<file path="config.mk">
export PLATFORM = sky130hd
export DESIGN_NAME = nibble_serial_add_ctrl
export DESIGN_NICKNAME = d
export VERILOG_FILES = /design/src/rtl/nibble_serial_pkg.sv /design/src/rtl/full_adder_4_bits.sv /design/src/rtl/nibble_serial_add_ctrl.sv
export SDC_FILE = /design/constraint.sdc
export NUM_CORES = 1
export LEC_CHECK = 0
export ABC_AREA = 1
export CORE_MARGIN = 10
export CORE_UTILIZATION = 25
export DETAILED_ROUTE_END_ITERATION = 8
export GPL_ROUTABILITY_DRIVEN = 0
export HOLD_SLACK_MARGIN = 0.02
export SYNTH_ARGS = -nofsm -noshare
export SYNTH_HDL_FRONTEND = slang
export SYNTH_HIERARCHICAL = 1
export SYNTH_SLANG_ARGS = --single-unit
</file>
<file path="constraint.sdc">
create_clock -name clk -period 2.3 [get_ports clk]
set_clock_uncertainty 0.1 [all_clocks]
set_input_delay 0.46 -clock clk [delete_from_list [all_inputs] [get_ports clk]]
set_output_delay 0.46 -clock clk [all_outputs]
set_load 0.01 [all_outputs]
</file>
<file path="src/rtl/nibble_serial_pkg.sv">
// Shared definitions for the nibble-serial adder controller: slice width,
// FSM state type and the iteration-counter width helper.
package nibble_serial_pkg;

    localparam int NIBBLE_W = 4;

    typedef enum logic [1:0] {
        IDLE = 2'd0,
        RUN  = 2'd1,
        DONE = 2'd2
    } state_t;

    // A single-nibble operation still needs a one-bit counter.
    function automatic int cnt_width(input int nibbles);
        if (nibbles <= 1) return 1;
        return $clog2(nibbles);
    endfunction

endpackage

</file>
<file path="src/rtl/full_adder_4_bits.sv">
// Shared combinational 4-bit adder slice reused by the nibble-serial controller.
module full_adder_4_bits (
    input  logic [3:0] a,
    input  logic [3:0] b,
    input  logic       cin,
    output logic [3:0] sum,
    output logic       carry
);

    assign {carry, sum} = {1'b0, a} + {1'b0, b} + {4'b0000, cin};

endmodule

</file>
<file path="src/rtl/nibble_serial_add_ctrl.sv">
// Wide add built from one shared 4-bit adder, one nibble per clock, LSB first.
// Optional subtract mode is enabled by defining NIBBLE_SERIAL_SUB_EN.
module nibble_serial_add_ctrl
    import nibble_serial_pkg::*;
#(
    parameter int NIBBLES = 4
) (
    input  logic                      clk,
    input  logic                      rst_n,
    input  logic                      in_valid,
    output logic                      in_ready,
    input  logic [NIBBLE_W*NIBBLES-1:0] op_a,
    input  logic [NIBBLE_W*NIBBLES-1:0] op_b,
    input  logic                      cin,
`ifdef NIBBLE_SERIAL_SUB_EN
    input  logic                      op_sub,
`endif
    output logic                      out_valid,
    output logic [NIBBLE_W*NIBBLES-1:0] out_sum,
    output logic                      out_carry,
    output logic                      busy
);

    localparam int W     = NIBBLE_W * NIBBLES;
    localparam int CNT_W = cnt_width(NIBBLES);
    localparam logic [CNT_W-1:0] CNT_LAST = CNT_W'(NIBBLES - 1);

    state_t               state;
    state_t               state_nxt;
    logic [W-1:0]         a_sh;
    logic [W-1:0]         b_sh;
    logic [W-1:0]         res;
    logic [W-1:0]         res_nxt;
    logic                 c_reg;
    logic [CNT_W-1:0]     cnt;
    logic [NIBBLE_W-1:0]  add_sum;
    logic                 add_carry;
    logic                 accept;
    logic                 last;
    logic                 sub_sel;

`ifdef NIBBLE_SERIAL_SUB_EN
    assign sub_sel = op_sub;
`else
    assign sub_sel = 1'b0;
`endif

    assign in_ready  = (state == IDLE);
    assign busy      = (state != IDLE);
    assign out_valid = (state == DONE);
    assign accept    = in_valid && (state == IDLE);
    assign last      = (state == RUN) && (cnt == CNT_LAST);

    full_adder_4_bits u_adder (
        .a     (a_sh[NIBBLE_W-1:0]),
        .b     (b_sh[NIBBLE_W-1:0]),
        .cin   (c_reg),
        .sum   (add_sum),
        .carry (add_carry)
    );

    // New nibble enters at the top; after NIBBLES shifts the LSB nibble sits at bit 0.
    assign res_nxt = (res >> NIBBLE_W) | (W'(add_sum) << (W - NIBBLE_W));

    always_ff @(posedge clk or negedge rst_n) begin
        if (!rst_n) state <= IDLE;
        else        state <= state_nxt;
    end

    always_comb begin
        state_nxt = state;
        case (state)
            IDLE:    if (in_valid) state_nxt = RUN;
            RUN:     if (cnt == CNT_LAST) state_nxt = DONE;
            DONE:    state_nxt = IDLE;
            default: state_nxt = IDLE;
        endcase
    end

    always_ff @(posedge clk or negedge rst_n) begin
        if (!rst_n) begin
            a_sh      <= '0;
            b_sh      <= '0;
            res       <= '0;
            c_reg     <= 1'b0;
            cnt       <= '0;
            out_sum   <= '0;
            out_carry <= 1'b0;
        end else if (accept) begin
            // Subtraction is a + ~b + 1, so the carry-in is forced high.
            a_sh  <= op_a;
            b_sh  <= sub_sel ? ~op_b : op_b;
            c_reg <= sub_sel ? 1'b1 : cin;
            cnt   <= '0;
        end else if (state == RUN) begin
            a_sh  <= a_sh >> NIBBLE_W;
            b_sh  <= b_sh >> NIBBLE_W;
            c_reg <= add_carry;
            res   <= res_nxt;
            cnt   <= cnt + CNT_W'(1);
            if (last) begin
                out_sum   <= res_nxt;
                out_carry <= add_carry;
            end
        end
    end

endmodule

</file>
==> results.cfg, run 1 <==
[cts]
max-clock-path-buffers = 2
cts_tree = built
path_clk_slew_ns = 0.05
cts.sinks = 66
cts_made_buffers = 9
post_cts_buffers = 0
ctsHoldBuffers = 0
clockRootBuffer = clkbuf_16
insertion_delay_ns = 0.33
h-tree-depth = 3
cts.repair.resized = 0

[setup_path]
cp-start-kind = flop
critPathCaptureType = output pin
crit_fanout = 2
cp.arrival_ns = 1.62
critical-path-max-stage-delay_ns = 0.58
path_cells = inv_4 > nor2_1 > clkdlybuf4s50_1
cp.required_ns = 1.74
rrSetupSlack_ns = 0.55
cpMaxStageDelayCell = clkdlybuf4s50_1
critical_path_class = flop to output pin

[detailed_routing]
drt-vias-per-instance = 4.16
num_vias = 2559
drc = 0
drt_pass1_iterations = 4
ant_nets = 0
route.detailed.wl_per_inst_microns = 12.5
routed_wl_microns = 7720
drt_iter0_drc = 150

[final_layout]
fin_area_sq_um = 4180
fin_nets = 480
drive_above_1_share = 0.0767
syn_to_final_growth_pct = 31.3
diodes = 0
reg.largest.list = a_sh: 16 flops, b_sh: 16 flops, out_sum: 16 flops

[global_routing]
first_global_vias = 2682
grt_remaining_overflow = 0
grt_pass1_wl_microns = 13500
antenna_found_initial = 0
grt_max_degree = 40
grt_util_all_layers = 0.0923

[synth]
syn_avg_cell_area_sq_um = 8.30
synth_nets = 425
synth_top_cell_area_share = 0.519
syn_area_sq_um = 3180
synth.largest_area_cell = dfrtp_1
synth_seq_cells = 66
synth_area_leaders = dfrtp_1, nand2_1, nand3_1
ys_types = 20
ys_seq_area_frac = 0.519
netlist_instances = 383
yosysWarningCount = 6

[sta]
maxSlewHeadroom = 0.582
tns_ns = 0
fmax_mhz = 459
finalCritPeriodShare = 0.947
finalHoldViolations = 0
rsz0062_at_grt = no
setup_viol = 0
worstMarginPinSlew_ns = 0.627
slew_violations = 0
min_period_ns = 2.18

[power]
power_mw = 5.67
power.density_nw_per_um2 = 1360
cellLeakagePower_nw = 2.10
vdd_drop_max_mv = 0.503

[min_path]
hold_path_class = primary input to asynchronous set/reset pin

[floorplan]
core_sq_um = 12500
io_pins = 56
die_h_microns = 133
dieWidth_microns = 133
die_area_sq_um = 17600
rows = 41
start_util = 0.254

[placement]
io_buffers = 55
dp_hpwl_microns = 5510
detailed_place.area_sq_um = 3880

[run_status]
status = completed

[run]
maxCapViolations = 0
==> per-layer routing <==
layer	share of wire	wire length, microns	up-vias	track usage
met5	0	0	-	0
met2	0.46	3520	62	0.144
met3	0.056	432	6	0.0371
met4	0.0088	68	0	0.0238
met1	0.48	3700	1181	0.116
li1	-	-	1310	-
==> path summary, 6_finish.rpt <==
check | cells past startpoint | startpoint | to
setup / recovery | 3 | state[1] | out_valid
hold / removal | 1 | rst_n | out_sum[2]
setup reg to reg | 6 | a_sh[0] | res[13]
hold reg to reg | 2 | out_sum[3] | out_sum[3]
max in group asynchronous | 2 | rst_n | a_sh[2]
min in group clk | 2 | out_sum[3] | out_sum[3]
==> power by group <==
part,switching (mW),internal (mW),leakage [nW]
clock,0.504,0.835,0.145
combinational,1.37,0.972,1.12
sequential,0.315,1.68,0.838
total,2.19,3.49,2.10
==> critical path, delay by kind of cell (launching register included) <==
family / cells / cell delay [ns]
flops: 1 / 0.48
buf+inv: 2 / 0.63
simple gates: 1 / 0.18
==> synthesized netlist by cell type (all sizes together) <==
cell type and instances:
nand2 181, fa 2, nand3 61, dfrtp 66, ha 4, nor2 4, o21ai 12, xnor2 1
inv 31, clkbuf 1, a21oi 2, buf 18
==> final cells by class <==
type / count / area [sq um]
clock buffers: 9 / 225
flip-flops and latches: 66 / 1650
inverters: 31 / 121
multi-input cells: 267 / 1260
repair buffers: 63 / 631
well taps: 172 / 215
fillers: 1403 / 8340
clock inverters: 7 / 70.1
==> per-stage QoR <==
stage,worst slack (ns),cells,utilization,hold WS (ns)
floorplan,0.661,383,-,0.0644
finish,0.121,615,0.334,0.0502
global placement,0.427,599,0.310,0.354
global route,0.0651,615,0.334,0.101
detailed placement,0.375,599,0.310,0.357
CTS,0.110,615,0.334,0.0596
==> kinds of logic (layout without fill, tap and decap cells) <==
| logic type | Yosys count | after routing | synth area share |
|---|---|---|---|
| flip-flops | 66 | 66 | 0.519 |
| AO/OA/AOI/OAI | 14 | 14 | 0.0256 |
| buffers and inverters | 50 | 110 | 0.0838 |
| AND/OR/NAND/NOR | 246 | 246 | 0.340 |
| adder cells (fa/ha/maj) | 6 | 6 | 0.0283 |
| XOR/XNOR | 1 | 1 | 0.00276 |
==> cell usage in the layout (no fill, tap or decap) <==
master / n
a21oi_1: 2
buf_12: 2
buf_2: 1
buf_4: 6
bufinv_16: 1
clkbuf_16: 9
clkdlybuf4s50_1: 54
clkinv_2: 3
clkinv_4: 2
clkinvlp_4: 1
dfrtp_1: 66
fa_1: 2
ha_1: 4
inv_1: 28
inv_2: 1
inv_4: 2
nand2_1: 178
nand2_8: 3
nand3_1: 61
nor2_1: 2
nor2_8: 2
o21ai_0: 6
o21ai_1: 5
o21ai_4: 1
xnor2_1: 1
Power figures use the tool's default switching activity.
==> inputs of run 2 (changes only) <==
Settings changed: ABC_AREA 1 to default, CTS_CLUSTER_SIZE from default to 8, PLACE_DENSITY from default to 0.53.
==> run 2 against run 1 <==
Against the previous run: cell area is 5.9% lower; clock power rose by 18%; critical path depth is 1 lower; die area down 8.4%; area after synthesis decreased by 9.8%; sequential power up 7%; power up 8.0%; largest cell class unchanged.
==> results.cfg, run 2 <==
[synth]
synth.largest_area_cell = dfrtp_1
synth_area_leaders = dfrtp_1, o22ai_1, nand2_1
syn_area_sq_um = 2870
synthXorXnorAreaFrac = 0.00611
synthSimpleGateAreaFrac = 0.101
synth.top_cells.by_count = dfrtp_1, nand2_1, o22ai_1, a21oi_1, nor2_1
synth_seq_cells = 66
synth_top_cell_area_share = 0.576
muxShareOfSynthArea = 0.0786
yosysWarningCount = 6
ys_seq_area_frac = 0.576
netlist_instances = 258
synth_adder_area_share = 0.0314
synth_top_family_by_area = compound AO/OA/AOI/OAI gates
synth-edff-count = 0
synth_nets = 300
synthArstFlopShare = 1.00
syn_avg_cell_area_sq_um = 11.1
ys_types = 30
synth.most_common_cell = dfrtp_1
synth_compound_area_frac = 0.168
ys.flop_type = dfrtp_1

[final_layout]
fin_nets = 358
syn_to_final_growth_pct = 37.0
multi_input_area_sq_um = 1100
n_fill_cell = 1169
register_area_sq_um = 1650
final_cell_mix = dfrtp_1, clkdlybuf4s50_1, nand2_1, o22ai_1, a21oi_1
diodes = 0
final_common_cell = dfrtp_1
reg.largest.list = a_sh: 16 flops, b_sh: 16 flops, out_sum: 16 flops
drive_above_1_share = 0.156

[power]
vdd_drop_max_mv = 0.564
seqPwrFrac = 0.346
p_sw_frac = 0.342
pwr-share-clk = 0.258
p_int_mw = 4.03
power_frac_comb = 0.396
cellLeakagePower_nw = 1.75
p_switching_mw = 2.10
power.density_nw_per_um2 = 1560

[global_routing]
first_global_vias = 2327
grt_remaining_overflow = 0
antenna_found_initial = 0
grt_pass1_wl_microns = 12300
grt_util_all_layers = 0.0939
grt_max_degree = 67

[sta]
finalHoldViolations = 0
tns_ns = 0
fmax_mhz = 463
worstMarginPinSlew_ns = 0.502
min_period_ns = 2.16
slew_violations = 0
hold_ws_ns = 0.0325
finalCritPeriodShare = 0.939
rsz0062_at_grt = no
setup_viol = 0
layout_setup_ws_ns = 0.140
maxSlewHeadroom = 0.665

[setup_path]
cp-start-kind = flop
cp.required_ns = 1.74
cp_num_buf_inv = 1
path_cells = nor2_1 > clkdlybuf4s50_1
cpLargestDelayFamily = buffers and inverters
cp.arrival_ns = 1.60
rrSetupSlack_ns = 0.41
r2r-start = a_sh[0]
r2r_end = out_carry
cp-startpoint = state[0]
critical_path_class = flop to output pin
cpMaxStageDelayCell = clkdlybuf4s50_1
crit_fanout = 14
critPathCaptureType = output pin
critical-path-max-stage-delay_ns = 0.58
r2r_cells = 7

[cts]
max-clock-path-buffers = 2
clockRootBuffer = clkbuf_16
cts_made_buffers = 9
cts.sinks = 66
insertion_delay_ns = 0.33
path_clk_slew_ns = 0.06
cts_tree = built
post_cts_buffers = 0
ctsHoldBuffers = 0
cts.repair.resized = 0
h-tree-depth = 3

[detailed_routing]
drt_pass1_iterations = 4
drt_iter0_drc = 169
route.detailed.wl_per_inst_microns = 15.8
drc = 0
ant_nets = 0
num_vias = 2141
drt-vias-per-instance = 4.61
routed_wl_microns = 7320

[floorplan]
dieWidth_microns = 127
die_area_sq_um = 16100
core_sq_um = 11300
die_h_microns = 127
rows = 39
start_util = 0.253
io_pins = 56

[min_path]
hold_path_class = primary input to asynchronous set/reset pin

[run]
maxCapViolations = 0

[placement]
io_buffers = 55
dp_slack_ns = 0.376
dp_hpwl_microns = 5120

[run_status]
status = completed
## run 2: final cells by class
| class | instances | share of cell area |
|---|---|---|
| flip-flops and latches | 66 | 0.421 |
| multi-input cells | 168 | 0.281 |
| repair buffers | 63 | 0.157 |
| clock buffers | 10 | 0.0583 |
| well taps | 143 | 0.0456 |
| clock inverters | 6 | 0.0293 |
| inverters | 8 | 0.00765 |
## run 2: logic make-up after synthesis
family | Yosys count
buf+inv | 24
compound gates | 76
fa+ha+maj | 6
mux | 17
xor+xnor | 2
flops | 66
simple gates | 67
## run 2: power by group through the flow
stage               logic, mW  registers, mW  clock network [mW]
floorplan                1.67           2.07                   0
global placement         2.41           2.13                   0
detailed placement       2.46           2.15                   0
CTS                      2.47           2.13                1.61
global route             2.76           2.19                1.67
finish                   2.42           2.12                1.58
## run 2: worst max path at each step
stage / endpoint / cells after the start
after detailed placement: b_sh[4] / 4
after global placement: out_sum[14] / 3
after CTS: in_ready / 2
final: in_ready / 2
after global routing: in_ready / 2
after floorplan: out_carry / 7
## run 2: routing by layer
| layer | GRT usage | vias up | share of wire |
|---|---|---|---|
| li1 | - | 1030 | - |
| met1 | 0.115 | 1044 | 0.46 |
| met2 | 0.147 | 57 | 0.46 |
| met3 | 0.0360 | 10 | 0.065 |
| met4 | 0.0342 | 0 | 0.014 |
| met5 | 0 | - | 0 |
## run 2: per-stage QoR
stage	cell area, sq um	cells	power (mW)	utilization
2_1_floorplan	2870	258	3.74	-
3_3_place_gp	3580	448	4.54	0.316
3_5_place_dp	3580	448	4.60	0.316
4_1_cts	3930	464	6.21	0.347
5_1_grt	3930	464	6.62	0.347
6_report	3930	464	6.12	0.347
==> inputs of run 3 (changes only) <==
Settings changed: PLACE_DENSITY 0.53 to default, PLACE_DENSITY_LB_ADDON from default to 0.1.
==> run 3 against run 2 <==
Against the previous run: sequential cell count stayed put; register-to-register slack got worse by 0.04 ns; power increased by 0.34%; setup slack worse by 0.016 ns; largest power group unchanged.
==> results.cfg, run 3 (synthesized netlist as in run 2, its figures left out) <==
[cts]
h-tree-depth = 3
ctsHoldBuffers = 0
insertion_delay_ns = 0.33
cts.repair.resized = 0
clockRootBuffer = clkbuf_16
post_cts_buffers = 0
max-clock-path-buffers = 2
cts.sinks = 66
cts_tree = built
path_clk_slew_ns = 0.06
cts_made_buffers = 9

[sta]
fmax_mhz = 460
hold_ws_ns = 0.0416
min_period_ns = 2.18
layout_setup_ws_ns = 0.124
maxSlewHeadroom = 0.590
slew_violations = 0
finalCritPeriodShare = 0.946
rsz0062_at_grt = no
setup_viol = 0
finalHoldViolations = 0
worstMarginPinSlew_ns = 0.614
tns_ns = 0

[final_layout]
fin_area_sq_um = 3950
final_cell_mix = dfrtp_1, clkdlybuf4s50_1, nand2_1, o22ai_1, a21oi_1
diodes = 0
syn_to_final_growth_pct = 37.7
register_area_sq_um = 1650
drive_above_1_share = 0.166
finalNonFillerCells = 468
n_fill_cell = 1164
multi_input_area_sq_um = 1100
fin_nets = 362
final_common_cell = dfrtp_1
reg.largest.list = a_sh: 16 flops, b_sh: 16 flops, out_sum: 16 flops
final_core_util = 0.349

[floorplan]
dieWidth_microns = 127
die_area_sq_um = 16100
core_sq_um = 11300
die_h_microns = 127
rows = 39
start_util = 0.253
io_pins = 56

[global_routing]
first_global_vias = 2349
grt_max_degree = 36
grt_remaining_overflow = 0
grt_pass1_wl_microns = 12600
antenna_found_initial = 0
grt_util_all_layers = 0.0971

[setup_path]
critical_path_class = flop to output pin
crit_fanout = 11
critical-path-max-stage-delay_ns = 0.55
cpMaxStageDelayCell = clkdlybuf4s50_1
crit_path_end = out_valid
path_cells = inv_1 > nor2_1 > clkdlybuf4s50_1
rrSetupSlack_ns = 0.37
cp-startpoint = state[1]
critPathCaptureType = output pin
cp_num_buf_inv = 2
r2r_end = out_carry
cp.required_ns = 1.74
crit_cells = 3
cpLargestDelayFamily = buffers and inverters
r2r_cells = 7
cp-start-kind = flop
r2r-start = a_sh[0]
cp.arrival_ns = 1.62

[power]
power.density_nw_per_um2 = 1560
cellLeakagePower_nw = 1.77
power_mw = 6.14
vdd_drop_max_mv = 0.513

[min_path]
hold_path_class = primary input to asynchronous set/reset pin

[placement]
dp_slack_ns = 0.386
detailed_place.area_sq_um = 3610
io_buffers = 55
dp_hpwl_microns = 5500
post-place-cells = 452

[run_status]
status = completed

[detailed_routing]
drt_pass1_iterations = 4
num_vias = 2136
drc = 0
ant_nets = 0
drt-vias-per-instance = 4.56
route.detailed.wl_per_inst_microns = 16.3
drt_iter0_drc = 134
routed_wl_microns = 7640

[run]
maxCapViolations = 0
-- run 3: routing by layer --
layer  global-route usage  share of wire  vias to the layer above
li1                     -              -                     1045
met1                0.117           0.47                     1030
met2                0.154           0.46                       50
met3               0.0397          0.059                       11
met4               0.0328          0.016                        0
met5                    0              0                        -
-- run 3: worst min-delay path by stage --
stage | slack (ns) | depth (start not counted) | end
2_1_floorplan | 0.06 | 0 | a_sh[0]
3_3_place_gp | 0.36 | 2 | res[4]
3_5_place_dp | 0.36 | 2 | res[4]
4_1_cts | 0.06 | 1 | out_sum[0]
5_1_grt | 0.08 | 1 | out_sum[0]
6_report | 0.04 | 1 | out_sum[0]
-- run 3: cell type report --
type | instances | area share
Sequential cell | 66 | 0.419
Tap cell | 143 | 0.0453
Clock buffer | 10 | 0.0606
Multi-Input combinational cell | 168 | 0.280
Timing Repair Buffer | 67 | 0.164
Inverter | 8 | 0.00761
Clock inverter | 6 | 0.0241
-- run 3: power by group --
part           internal (mW)  switching, mW
sequential              1.72          0.377
clock                  0.992          0.539
combinational           1.28           1.23
total                   4.00           2.15
-- run 3: worst reg2reg max path, cell delays in order, from the launching register on --
cell and delay, ns:
dfrtp_1 0.41, fa_1 0.46, inv_1 0.09, fa_1 0.20, nor2b_1 0.05, o21ai_0 0.14, nand2b_1 0.10, mux2_2 0.26
